### config.mk
export PLATFORM = sky130hd
export DESIGN_NAME = pulse_train_gen_flat
export DESIGN_NICKNAME = d
export VERILOG_FILES = /design/src/rtl/pulse_train_gen_if.sv /design/src/rtl/pulse_train_gen.sv /design/src/flat_wrapper.sv
export SDC_FILE = /design/constraint.sdc
export NUM_CORES = 1
export LEC_CHECK = 0
export ABC_CLOCK_PERIOD_IN_PS = 12900
export CAP_MARGIN = 20
export CORE_ASPECT_RATIO = 0.7
export CORE_MARGIN = 10
export CORE_UTILIZATION = 55
export DETAILED_ROUTE_END_ITERATION = 16
export HOLD_SLACK_MARGIN = 0.05
export PLACE_DENSITY = 0.77
export SYNTH_ARGS = -nofsm -noshare
export SYNTH_HDL_FRONTEND = slang
export SYNTH_SLANG_ARGS = --single-unit
### constraint.sdc
create_clock -name clk -period 12.9 [get_ports clk]
set_clock_uncertainty 0.15 [all_clocks]
set_input_delay 2.58 -clock clk [delete_from_list [all_inputs] [get_ports clk]]
set_output_delay 2.58 -clock clk [all_outputs]
set_load 0.05 [all_outputs]
### src/rtl/pulse_train_gen_if.sv
// Control and status bundle for pulse_train_gen: train requests and settings in,
// pulse output and train status out.
interface pulse_train_gen_if #(
    parameter int unsigned CNT_W = 32,
    parameter int unsigned NUM_W = 16
) ();
    logic             start;
    logic             stop;
    logic [CNT_W-1:0] period;
    logic [CNT_W-1:0] width;
    logic [NUM_W-1:0] num_pulses;
    logic             pulse_out;
    logic             busy;
    logic             done;
    logic [NUM_W-1:0] pulse_cnt;

    // Requester side: issues start/stop and settings, observes status.
    modport master (
        output start, stop, period, width, num_pulses,
        input  pulse_out, busy, done, pulse_cnt
    );

    // Generator side.
    modport slave (
        input  start, stop, period, width, num_pulses,
        output pulse_out, busy, done, pulse_cnt
    );
endinterface

### src/rtl/pulse_train_gen.sv
// Pulse train generator: emits num_pulses pulses (0 = run until stopped), each
// period cycles apart and width cycles high. Settings are sanitised and latched
// at start; every output is registered.
module pulse_train_gen #(
    parameter int unsigned CNT_W = 32,
    parameter int unsigned NUM_W = 16
) (
    input logic              clk,
    input logic              reset,
    pulse_train_gen_if.slave bus
);

    typedef enum logic [1:0] {StIdle, StHigh, StLow} state_e;

    state_e           state_q, state_d;
    logic [CNT_W-1:0] cnt_q, cnt_d;      // cycles remaining in current phase, minus one
    logic [CNT_W-1:0] per_q, per_d;      // sanitised period
    logic [CNT_W-1:0] wid_q, wid_d;      // sanitised high time
    logic [NUM_W-1:0] num_q, num_d;
    logic [NUM_W-1:0] pcnt_q, pcnt_d;
    logic             pulse_q, pulse_d;
    logic             busy_q, busy_d;
    logic             done_q, done_d;

    logic [CNT_W-1:0] pe_s, we_s;

    // Sanitise the live settings so they can be latched on start.
    always_comb begin
        pe_s = (bus.period < CNT_W'(2)) ? CNT_W'(2) : bus.period;
        if (bus.width == '0) begin
            we_s = CNT_W'(1);
        end else if (bus.width >= pe_s) begin
            we_s = pe_s - CNT_W'(1);
        end else begin
            we_s = bus.width;
        end
    end

    // Next state, phase counting and registered-output values.
    always_comb begin
        state_d = state_q;
        cnt_d   = cnt_q;
        per_d   = per_q;
        wid_d   = wid_q;
        num_d   = num_q;
        pcnt_d  = pcnt_q;
        done_d  = 1'b0;
        case (state_q)
            StIdle: begin
                // stop wins over a simultaneous start
                if (bus.start && !bus.stop) begin
                    state_d = StHigh;
                    per_d   = pe_s;
                    wid_d   = we_s;
                    num_d   = bus.num_pulses;
                    cnt_d   = we_s - CNT_W'(1);
                    pcnt_d  = NUM_W'(1);
                end
            end
            StHigh: begin
                if (bus.stop) begin
                    state_d = StIdle;
                end else if (cnt_q == '0) begin
                    state_d = StLow;
                    cnt_d   = per_q - wid_q - CNT_W'(1);
                end else begin
                    cnt_d = cnt_q - CNT_W'(1);
                end
            end
            StLow: begin
                if (bus.stop) begin
                    state_d = StIdle;
                end else if (cnt_q == '0) begin
                    if ((num_q == '0) || (pcnt_q != num_q)) begin
                        state_d = StHigh;
                        cnt_d   = wid_q - CNT_W'(1);
                        pcnt_d  = pcnt_q + NUM_W'(1);  // wraps in continuous mode
                    end else begin
                        state_d = StIdle;
                        done_d  = 1'b1;
                    end
                end else begin
                    cnt_d = cnt_q - CNT_W'(1);
                end
            end
            default: state_d = StIdle;
        endcase
        pulse_d = (state_d == StHigh);
        busy_d  = (state_d != StIdle);
    end

    // State and output registers with synchronous reset.
    always_ff @(posedge clk) begin
        if (reset) begin
            state_q <= StIdle;
            cnt_q   <= '0;
            per_q   <= '0;
            wid_q   <= '0;
            num_q   <= '0;
            pcnt_q  <= '0;
            pulse_q <= 1'b0;
            busy_q  <= 1'b0;
            done_q  <= 1'b0;
        end else begin
            state_q <= state_d;
            cnt_q   <= cnt_d;
            per_q   <= per_d;
            wid_q   <= wid_d;
            num_q   <= num_d;
            pcnt_q  <= pcnt_d;
            pulse_q <= pulse_d;
            busy_q  <= busy_d;
            done_q  <= done_d;
        end
    end

    assign bus.pulse_out = pulse_q;
    assign bus.busy      = busy_q;
    assign bus.done      = done_q;
    assign bus.pulse_cnt = pcnt_q;

endmodule

### src/flat_wrapper.sv
// flat-port wrapper written by rule: the top's interface ports become plain ports
module pulse_train_gen_flat 
#(
    parameter int unsigned CNT_W = 32,
    parameter int unsigned NUM_W = 16
)
  (clk, reset, bus_start, bus_stop, bus_period, bus_width, bus_num_pulses, bus_pulse_out, bus_busy, bus_done, bus_pulse_cnt);
  pulse_train_gen_if #(.CNT_W(CNT_W), .NUM_W(NUM_W)) bus_i ();
  input logic clk;
  input logic reset;
  input wire logic [$bits(bus_i.start)-1:0] bus_start;
  input wire logic [$bits(bus_i.stop)-1:0] bus_stop;
  input wire logic [$bits(bus_i.period)-1:0] bus_period;
  input wire logic [$bits(bus_i.width)-1:0] bus_width;
  input wire logic [$bits(bus_i.num_pulses)-1:0] bus_num_pulses;
  output wire logic [$bits(bus_i.pulse_out)-1:0] bus_pulse_out;
  output wire logic [$bits(bus_i.busy)-1:0] bus_busy;
  output wire logic [$bits(bus_i.done)-1:0] bus_done;
  output wire logic [$bits(bus_i.pulse_cnt)-1:0] bus_pulse_cnt;
  assign bus_i.start = bus_start;
  assign bus_i.stop = bus_stop;
  assign bus_i.period = bus_period;
  assign bus_i.width = bus_width;
  assign bus_i.num_pulses = bus_num_pulses;
  assign bus_pulse_out = bus_i.pulse_out;
  assign bus_busy = bus_i.busy;
  assign bus_done = bus_i.done;
  assign bus_pulse_cnt = bus_i.pulse_cnt;
  pulse_train_gen #(.CNT_W(CNT_W), .NUM_W(NUM_W)) u_core (.clk(clk), .reset(reset), .bus(bus_i));
endmodule
==> flow_metrics.py <==
metrics = {
    "critical_path": {
        "timing.critical_path.from_type": "input pin",
        "r2r_start": "u_core.cnt_q[4]",
        "path_max_fanout": 53,
        "crit_path_launch": "bus_period[24]",
        "worst_r2r_endpoint": "u_core.cnt_q[23]",
        "rr_worst_depth": 10,
        "critical_path_arrival_ns": 9.12,
        "path_class": "input pin to flip-flop",
        "crit_required_ns": 13.09,
        "setup.worst_path.end_class": "flip-flop",
        "r2r_slack_ns": 8.04,
    },
    "hold_path": {
        "min_from": "u_core.wid_q[23]",
        "hold_path_end": "u_core.wid_q[23]",
        "worst_hold_path_stage_count": 2,
        "hold_wc_path_type": "flip-flop to flip-flop",
    },
    "synth": {
        "synthCells": 1619,
        "synth_top_cells_by_count": "nand2_1 (239), a21oi_1 (169), nor2_1 (164)",
        "syn-cell-area_um2": 11500,
        "synth_top_cell_area_share": 0.231,
        "number_of_enable_type_register_cells_in_the_synthesized_netlist": 0,
        "yosysUniqueCellTypes": 85,
        "register_bit_total_from_synthesis": 133,
        "postSynthAreaPerCell_um2": 7.12,
        "yosys_most_used_dff": "dfxtp_1",
        "ys_warn_count": 0,
        "synthXorXnorAreaFrac": 0.108,
        "post_synth_and_or_nand_nor_area_fraction": 0.271,
        "synth_top_family_by_area": "simple AND/OR/NAND/NOR gates",
        "synthMostInstantiatedCell": "nand2_1",
        "synth-adder-area-share": 0.0799,
        "synth.largest_area_cell": "dfxtp_1",
        "synth_nets": 1776,
        "synth_compound_gate_area_share": 0.236,
        "synth_sequential_area_ratio": 0.231,
        "synth_area_leaders": "dfxtp_1 (23%), xnor2_1 (8.3%), ha_1 (7.8%), nand2_1 (7.8%), a21oi_1 (7.3%)",
        "post_synth_mux_area_share": 0.0173,
        "postSynth.asyncResetShare": 0,
    },
    "clocking": {
        "cts_repair_resize_count": 0,
        "clock_tree.htree_level_count": 4,
        "clk_pin_slew_ns": 0.06,
        "cts_buffer_count": 17,
        "post_cts.repair.setup_buffers": 0,
        "clock_sinks": 133,
        "clk_latency_ns": 0.43,
        "clock_tree.buffer_depth": 2,
        "root_buffer": "clkbuf_16",
        "cts.hold.buffers_added": 0,
        "cts_tree": "yes",
    },
    "sta": {
        "achievable-frequency_ghz": 0.112,
        "slew-limit-headroom": 0.295,
        "tightest_slew_ns": 1.05,
        "hold_violations": 0,
        "setup_viol_count_final": 0,
        "rsz0062_at_grt": "false",
        "fin_crit_sh": 0.693,
        "pins_over_slew_limit": 0,
        "layout_min_cycle_time_ns": 8.94,
        "setup_tns_ns": 0,
    },
    "power": {
        "leakagePower_uw": 0.00489,
        "max-vdd-ir-drop_mv": 0.0905,
        "power.density_cell_area_nw_per_um2": 111,
    },
    "routing": {
        "detail_route.wirelength_mm": 40.5,
        "via_count_of_the_routed_design": 12400,
        "detail_route.vias_per_cell": 6.34,
        "detail_route.wl_per_cell_um": 20.6,
        "route.antenna.remaining_nets": 0,
        "drc": 0,
        "drt_first_pass_iters": 6,
        "detailedRoute.firstIterationViolations": 1620,
    },
    "finish": {
        "post-route-cell-area_um2": 13200,
        "nNetsFinal": 1830,
        "final_antenna_diode_count": 0,
        "fillerInstances": 1907,
        "share_of_final_layout_standard_cells_stronger_than_drive_strength_1": 0.0499,
        "syn2layout_area_growth_pct": 14.9,
    },
    "die": {
        "vertical_extent_of_the_die_um": 141,
        "num_rows": 44,
        "initial_core_util": 0.558,
        "core_um2": 20600,
        "pin_count": 103,
        "die-width_um": 193,
        "dieArea_um2": 27200,
    },
    "placement": {
        "place_hpwl_mm": 30.7,
        "buffer_ports.inserted": 102,
        "placement_cell_area_um2": 12700,
        "rd_place_congestion": 1.02,
    },
    "global_routing": {
        "grt_pass1_wl_mm": 63.1,
        "globalRouteTotalUtil": 0.289,
        "first_global_vias": 11500,
        "grt_overflow": 0,
        "initial_antenna_violation_count": 0,
        "grt_max_degree": 78,
    },
    "flow_run": {
        "maxCapViolations": 0,
    },
    "run_status": {
        "outcome": "finished, final reports clean",
    },
}
## area by class of cell
class,count,area (um2),area share
multi-input cells,1318,8220,0.621
flip-flops and latches,133,2660,0.201
repair buffers,117,1130,0.0854
clock buffers,17,425,0.0321
well taps,276,345,0.0261
inverters,86,323,0.0244
clock inverters,14,139,0.0105
## registers in the layout (all words and copies together) (netlist names)
| signal | flops |
|---|---|
| u_core.wid_q | 32 |
| u_core.bus.pulse_cnt | 16 |
| u_core.per_q | 32 |
| u_core.bus.busy | 1 |
| u_core.num_q | 16 |
| u_core.cnt_q | 32 |
| u_core.bus.done | 1 |
| u_core.bus.pulse_out | 1 |
| u_core.state_q | 2 |
## critical path, stage by stage
cell             delay, ns
clkdlybuf4s50_1       0.49
or4_1                 0.63
nor2b_1               0.53
nand4_1               0.32
nand2_1               0.27
inv_1                 0.07
ha_1                  0.27
nand2b_1              0.10
a31oi_1               0.08
o21ai_0               0.25
a41o_1                0.31
a21o_2                0.15
buf_4                 0.49
nand2_1               0.11
o211ai_1              0.17
ha_1                  0.23
inv_1                 0.08
a311oi_2              0.38
nand4_1               0.52
nor4_1                0.46
nand4_1               0.17
xnor2_1               0.18
o41ai_2               0.26
## power by group
part	internal (uW)	switching, uW	total (uW)	leakage, uW
registers	438	29.7	468	0.00109
logic	202	318	519	0.00353
clock network	282	202	484	0.000274
## kinds of logic (layout without fill, tap and decap cells)
group / after synthesis / count (layout)
DFF: 133 / 133
muxes: 19 / 19
buffers and inverters: 168 / 234
adders and majority gates: 73 / 73
xor gates and xnor gates: 142 / 142
and+or+nand+nor: 659 / 659
AOI/OAI and AO/OA: 425 / 425
## cells in the final DEF (no fill, tap or decap), types with 21 or more instances in the layout
cell,instances
nor4_1,24
o21ai_0,74
dfxtp_1,133
a211oi_1,33
nor2_1,164
nand3_1,35
clkdlybuf4s50_1,101
or3_1,21
xor2_1,33
a21oi_1,169
nor3_1,57
ha_1,72
nand4_1,29
nand2_1,238
xnor2_1,109
inv_1,86
o211ai_1,23
## per-stage QoR
step	utilization	cells	setup slack (ns)	hold slack, ns	total power (uW)
finish	0.642	1961	3.96	0.311	1470
CTS	0.641	1960	4.13	0.311	1450
global placement	0.614	1929	3.96	0.295	968
detailed placement	0.614	1929	3.74	0.303	976
floorplan	-	1619	4.46	0.286	829
global route	0.642	1961	3.44	0.341	1540
## worst max-delay path by stage
stage,slack [ns],to,depth (start not counted)
final,3.96,u_core.cnt_q[28],23
after global routing,3.44,u_core.cnt_q[28],23
after global placement,3.96,u_core.cnt_q[28],23
after CTS,4.13,u_core.cnt_q[28],23
after floorplan,4.46,u_core.cnt_q[28],28
after detailed placement,3.74,u_core.cnt_q[28],23
## routing by layer
metal	track usage	vias to the layer above	wire length [um]
met1	0.400	5875	17900
met5	0	-	0
met2	0.440	597	17800
li1	-	5891	-
met3	0.0631	67	3880
met4	0.0767	0	917
(Power assumes the default switching activity.)
